$ cat src/rtl/gate_sweep_controller.sv
// Exhaustive input sweep for a combinational gate under test: every input vector is held
// for DWELL cycles, the gate output is sampled at the end of the dwell and checked against EXPECT.
module gate_sweep_controller #(
    parameter int                   N_IN   = 2,
    parameter int                   DWELL  = 250,
    parameter logic [(1<<N_IN)-1:0] EXPECT = 4'b1000
) (
    input  logic                   clk,
    input  logic                   rst_n,
    input  logic                   start,
    input  logic                   abort,
    input  logic                   gate_out,
    output logic [N_IN-1:0]        gate_in,
    output logic                   busy,
    output logic                   done,
    output logic                   pass,
    output logic [N_IN:0]          err_count,
    output logic [(1<<N_IN)-1:0]   fail_vec
);
    localparam int NVEC  = 1 << N_IN;
    localparam int CNT_W = (DWELL > 1) ? $clog2(DWELL) : 1;
    localparam logic [CNT_W-1:0] CNT_LAST = CNT_W'(DWELL - 1);
    localparam logic [N_IN-1:0]  IDX_LAST = '1;
    localparam logic [N_IN:0]    ERR_MAX  = {1'b1, {N_IN{1'b0}}};

    typedef enum logic [1:0] {
        S_IDLE  = 2'd0,
        S_APPLY = 2'd1,
        S_DONE  = 2'd2
    } state_t;

    state_t            state_q, state_d;
    logic [N_IN-1:0]   idx_q, idx_d;
    logic [CNT_W-1:0]  cnt_q, cnt_d;
    logic [N_IN-1:0]   gate_in_q, gate_in_d;
    logic              busy_q, busy_d;
    logic              done_q, done_d;
    logic              pass_q, pass_d;
    logic [N_IN:0]     err_count_q, err_count_d;
    logic [NVEC-1:0]   fail_vec_q, fail_vec_d;

    always_comb begin
        state_d     = state_q;
        idx_d       = idx_q;
        cnt_d       = cnt_q;
        pass_d      = pass_q;
        err_count_d = err_count_q;
        fail_vec_d  = fail_vec_q;

        case (state_q)
            S_IDLE: begin
                if (start) begin
                    state_d     = S_APPLY;
                    idx_d       = '0;
                    cnt_d       = '0;
                    pass_d      = 1'b0;
                    err_count_d = '0;
                    fail_vec_d  = '0;
                end
            end
            S_APPLY: begin
                // Abort takes priority over the end-of-dwell sample; partial results are kept.
                if (abort) begin
                    state_d = S_IDLE;
                    idx_d   = '0;
                    cnt_d   = '0;
                    pass_d  = 1'b0;
                end else if (cnt_q == CNT_LAST) begin
                    cnt_d = '0;
                    if (gate_out != EXPECT[idx_q]) begin
                        fail_vec_d[idx_q] = 1'b1;
                        if (err_count_q != ERR_MAX) begin
                            err_count_d = err_count_q + 1'b1;
                        end
                    end
                    if (idx_q == IDX_LAST) begin
                        state_d = S_DONE;
                        idx_d   = '0;
                        pass_d  = (err_count_d == '0);
                    end else begin
                        idx_d = idx_q + 1'b1;
                    end
                end else begin
                    cnt_d = cnt_q + 1'b1;
                end
            end
            S_DONE: begin
                state_d = S_IDLE;
            end
            default: begin
                state_d = S_IDLE;
            end
        endcase

        // Outputs are decoded from the next state so they leave the flops aligned with it.
        busy_d    = (state_d == S_APPLY);
        done_d    = (state_d == S_DONE);
        gate_in_d = busy_d ? idx_d : '0;
    end

    always_ff @(posedge clk or negedge rst_n) begin
        if (!rst_n) begin
            state_q     <= S_IDLE;
            idx_q       <= '0;
            cnt_q       <= '0;
            gate_in_q   <= '0;
            busy_q      <= 1'b0;
            done_q      <= 1'b0;
            pass_q      <= 1'b0;
            err_count_q <= '0;
            fail_vec_q  <= '0;
        end else begin
            state_q     <= state_d;
            idx_q       <= idx_d;
            cnt_q       <= cnt_d;
            gate_in_q   <= gate_in_d;
            busy_q      <= busy_d;
            done_q      <= done_d;
            pass_q      <= pass_d;
            err_count_q <= err_count_d;
            fail_vec_q  <= fail_vec_d;
        end
    end

    assign gate_in   = gate_in_q;
    assign busy      = busy_q;
    assign done      = done_q;
    assign pass      = pass_q;
    assign err_count = err_count_q;
    assign fail_vec  = fail_vec_q;

endmodule
$ cat config.mk
export PLATFORM = sky130hd
export DESIGN_NAME = gate_sweep_controller
export DESIGN_NICKNAME = d
export VERILOG_FILES = /design/src/rtl/gate_sweep_controller.sv
export SDC_FILE = /design/constraint.sdc
export NUM_CORES = 1
export LEC_CHECK = 0
export CORE_ASPECT_RATIO = 1.1
export CORE_UTILIZATION = 50
export DETAILED_ROUTE_END_ITERATION = 10
export PLACE_DENSITY = 0.74
export SLEW_MARGIN = 20
export SYNTH_ARGS = -nofsm -noshare
export SYNTH_HDL_FRONTEND = slang
export SYNTH_SLANG_ARGS = --single-unit
$ cat constraint.sdc
create_clock -name clk -period 4.5 [get_ports clk]
set_input_delay 0.9 -clock clk [delete_from_list [all_inputs] [get_ports clk]]
set_output_delay 0.9 -clock clk [all_outputs]
set_load 0.02 [all_outputs]
==> flow_summary.json <==
{
  "run_status": "complete, no violations",
  "track_usage_pct": 20.97,
  "netSwitchingFraction_pct": 23.77,
  "fill_cells": 179,
  "leakage_nw": 0.7032,
  "top_level_ports": 17,
  "period_minus_slack_ns": 2.659,
  "finalSetupTns_ns": 0,
  "post_synthesis_sequential_element_count": 24,
  "clock_tree_from_tritoncts": "built",
  "layout-drive-gt1-share_pct": 8.392,
  "crit_path_top_delay_cell": "sky130_fd_sc_hd__clkdlybuf4s50_1",
  "drt_drc_violations_left": 0,
  "mostFrequentLayoutCells": "sky130_fd_sc_hd__dfrtp_1, sky130_fd_sc_hd__clkdlybuf4s50_1, sky130_fd_sc_hd__nand2_1, sky130_fd_sc_hd__o21ai_0, sky130_fd_sc_hd__ha_1",
  "clock_skew_ns": 0.01271,
  "num-nets-final": 157,
  "cap_violations": 0,
  "seq_power_share_pct": 52.3,
  "placement_rows": 18,
  "die_h_um": 54.60,
  "postSynthCellCount": 123,
  "p_switching_mw": 0.1037,
  "grt_max_degree": 25,
  "insertion_delay_ns": 0.32,
  "grt_util_met3_pct": 2.500,
  "dpl.hpwl_um": 1831,
  "timing_worst_setup_path_type": "in2reg",
  "route.antenna.remaining_nets": 0,
  "synth_area_mm2": 0.001257,
  "h-tree-depth": 1,
  "synth_nets": 136,
  "total_power_mw": 0.4362,
  "antenna_cells": 0,
  "drt-total-wl_um": 2548,
  "wl_per_cell_um": 14.73,
  "final_common_cell": "sky130_fd_sc_hd__dfrtp_1",
  "setup_repair_after_global_routing_missed_its_margin": "false",
  "comb_power_share_pct": 12.1,
  "drt-pass1-iter-count": 4,
  "grt_use_met1_pct": 25.18,
  "clockPowerShare_pct": 35.6,
  "pwr_per_cell_area_mw_per_mm2": 290.3,
  "synth_seq_area_share_pct": 47.76,
  "avgSynthCellArea_um2": 10.22,
  "clockBufferDepth": 2,
  "dieWidth_um": 49.82,
  "hold_viol": 0,
  "finalCritPeriodShare_pct": 59.09,
  "overflow_after_grt": 0,
  "crit_path_start_kind": "input pin",
  "post_cts.repair.setup_buffers": 0,
  "crit_path_cell_trace": "clkdlybuf4s50_1, xor2_1, mux2_2, or4_1, o31ai_2",
  "peakVddDrop_uv": 282.1,
  "hold_slack_ns": 0.5158,
  "iter_0_drt_violations": 18,
  "achievable-frequency_ghz": 0.3761,
  "antenna_found_initial": 0,
  "arrival_ns": 2.89,
  "timing_max_transition_violations_final": 0,
  "start_util_pct": 54.21,
  "tritoncts.num_buffers": 3,
  "worstPathRequired_ns": 4.73,
  "grt_use_met2_pct": 38.74,
  "tightestPinTransition_ns": 0.8967,
  "worst_setup_path_end_kind": "flip-flop",
  "syn_to_final_growth_pct": 19.50,
  "finalWeightedCongestion": 0.7736,
  "grt_first_pass_wirelength_um": 4215,
  "crit_path_max_incr_delay_ns": 0.49,
  "vias_in_the_first_global_route": 966,
  "vias": 1006,
  "port-buffer-count": 16,
  "clkSlewWorstSetupHoldPaths_ns": 0.14,
  "core_area_mm2": 0.002320,
  "path_max_fanout": 8,
  "grt-busiest-layer": "met2",
  "relative_slew_margins_pct": 40.09,
  "finalSetupViolCount": 0,
  "synthDistinctLibCells": 36,
  "post_cts.resized_instances": 0,
  "number_of_sinks_handled_by_clock_tree_synthesis": 24,
  "via_per_inst": 5.815,
  "hold_path.class": "reg2reg",
  "fp.dieArea_mm2": 0.002720,
  "syn_warnings": 0,
  "number_of_buffers_inserted_by_hold_repair_at_cts": 0,
  "clock_tree_root_driver_cell": "sky130_fd_sc_hd__clkbuf_4",
  "cell_internal_pwr_mw": 0.3325
}
[synth_stat cells]
cell,number,area [um^2]
sky130_fd_sc_hd__nor2_1,7,26.28
sky130_fd_sc_hd__o31ai_1,1,7.510
sky130_fd_sc_hd__ha_1,8,100.1
sky130_fd_sc_hd__nor3_1,2,10.01
sky130_fd_sc_hd__nor3b_1,4,30.03
sky130_fd_sc_hd__nand2_1,13,48.80
sky130_fd_sc_hd__nor4_1,1,6.260
sky130_fd_sc_hd__xor2_1,2,17.52
sky130_fd_sc_hd__a22o_1,1,8.760
sky130_fd_sc_hd__and3b_1,1,8.760
sky130_fd_sc_hd__o21ai_0,10,50.05
sky130_fd_sc_hd__nand3_1,5,25.02
sky130_fd_sc_hd__xnor2_1,1,8.760
sky130_fd_sc_hd__a21o_1,4,30.03
sky130_fd_sc_hd__and4_4,1,11.26
sky130_fd_sc_hd__or4_1,1,7.510
sky130_fd_sc_hd__and2_1,2,12.51
sky130_fd_sc_hd__inv_1,6,22.52
sky130_fd_sc_hd__and3_1,2,12.51
sky130_fd_sc_hd__mux2_2,2,22.52
sky130_fd_sc_hd__nand3b_1,1,7.510
sky130_fd_sc_hd__o21bai_1,1,7.510
sky130_fd_sc_hd__o21ba_2,1,10.01
sky130_fd_sc_hd__nor2b_1,2,12.51
sky130_fd_sc_hd__or3b_4,1,11.26
sky130_fd_sc_hd__o31ai_2,1,12.51
sky130_fd_sc_hd__nand4_1,1,6.260
sky130_fd_sc_hd__o22ai_1,1,6.260
sky130_fd_sc_hd__o21ai_1,1,5.000
sky130_fd_sc_hd__a31oi_1,7,43.79
sky130_fd_sc_hd__a211o_1,1,8.760
sky130_fd_sc_hd__a21boi_0,1,7.510
sky130_fd_sc_hd__a32o_1,2,20.02
sky130_fd_sc_hd__dfrtp_1,24,600.6
sky130_fd_sc_hd__nor3_4,1,16.27
sky130_fd_sc_hd__a21oi_1,3,15.01
[final timing paths]
check / to / cells after the start / from / slack [ns]
max in group asynchronous: state_q[1] / 1 / rst_n / 3.60
worst min-delay path: fail_vec[2] / 2 / fail_vec[2] / 0.52
min in group asynchronous: gate_in[0] / 1 / rst_n / 0.54
worst max-delay path: pass / 5 / gate_out / 1.84
worst max register to register: pass / 5 / idx_q[0] / 2.11
worst min register to register: fail_vec[2] / 2 / fail_vec[2] / 0.52
[power groups by stage]
stage               sequential [mW]  combinational, mW  clock, mW
finish                        0.228             0.0528      0.155
global route                  0.229             0.0595      0.166
CTS                           0.228             0.0534      0.159
global placement              0.232             0.0522          0
detailed placement            0.232             0.0529          0
floorplan                     0.234             0.0285          0
[critical path, delay by kind of cell]
family	cells	cell delay, ns
AOI/OAI and AO/OA	1	0.19
xor gates and xnor gates	1	0.49
buffers and inverters	1	0.49
muxes	1	0.40
and+or+nand+nor	1	0.42
[sequential cells by signal, indices dropped and copies added, names as in the netlist]
| signal | flops |
|---|---|
| cnt_q | 8 |
| fail_vec | 4 |
| err_count | 3 |
| gate_in | 2 |
| idx_q | 2 |
| state_q | 2 |
| busy | 1 |
| done | 1 |
| pass | 1 |
[final cells by class]
cell class	instances	area [um^2]	area share, %
Clock buffer	3	22.52	1.499
Clock inverter	1	30.03	1.998
Multi-Input combinational cell	93	634.4	42.21
Sequential cell	24	600.6	39.97
Tap cell	30	37.54	2.498
Inverter	6	22.52	1.499
Timing Repair Buffer	16	155.1	10.32
[through the flow]
stage	instance area [um^2]	utilization [%]	cells	setup slack [ns]
final	1503	64.78	173	1.841
after global routing	1503	64.78	173	1.743
after CTS	1508	64.99	173	1.862
after detailed placement	1455	62.73	169	1.534
after global placement	1455	62.73	169	1.589
after floorplan	1257	-	123	2.205
[routing by layer]
| layer | routed length (um) | up-vias |
|---|---|---|
| li1 | - | 487 |
| met2 | 1300 | 20 |
| met3 | 57 | 2 |
| met5 | 0 | - |
| met1 | 1169 | 497 |
| met4 | 21 | 0 |
[cells by family after synthesis]
family | after synthesis | synth area share [%]
xor+xnor | 3 | 2.090
buf+inv | 6 | 1.791
simple gates | 45 | 20.10
mux | 2 | 1.791
flops | 24 | 47.76
fa+ha+maj | 8 | 7.961
compound gates | 35 | 18.51
Note: power is estimated with default switching activity, not from simulation.
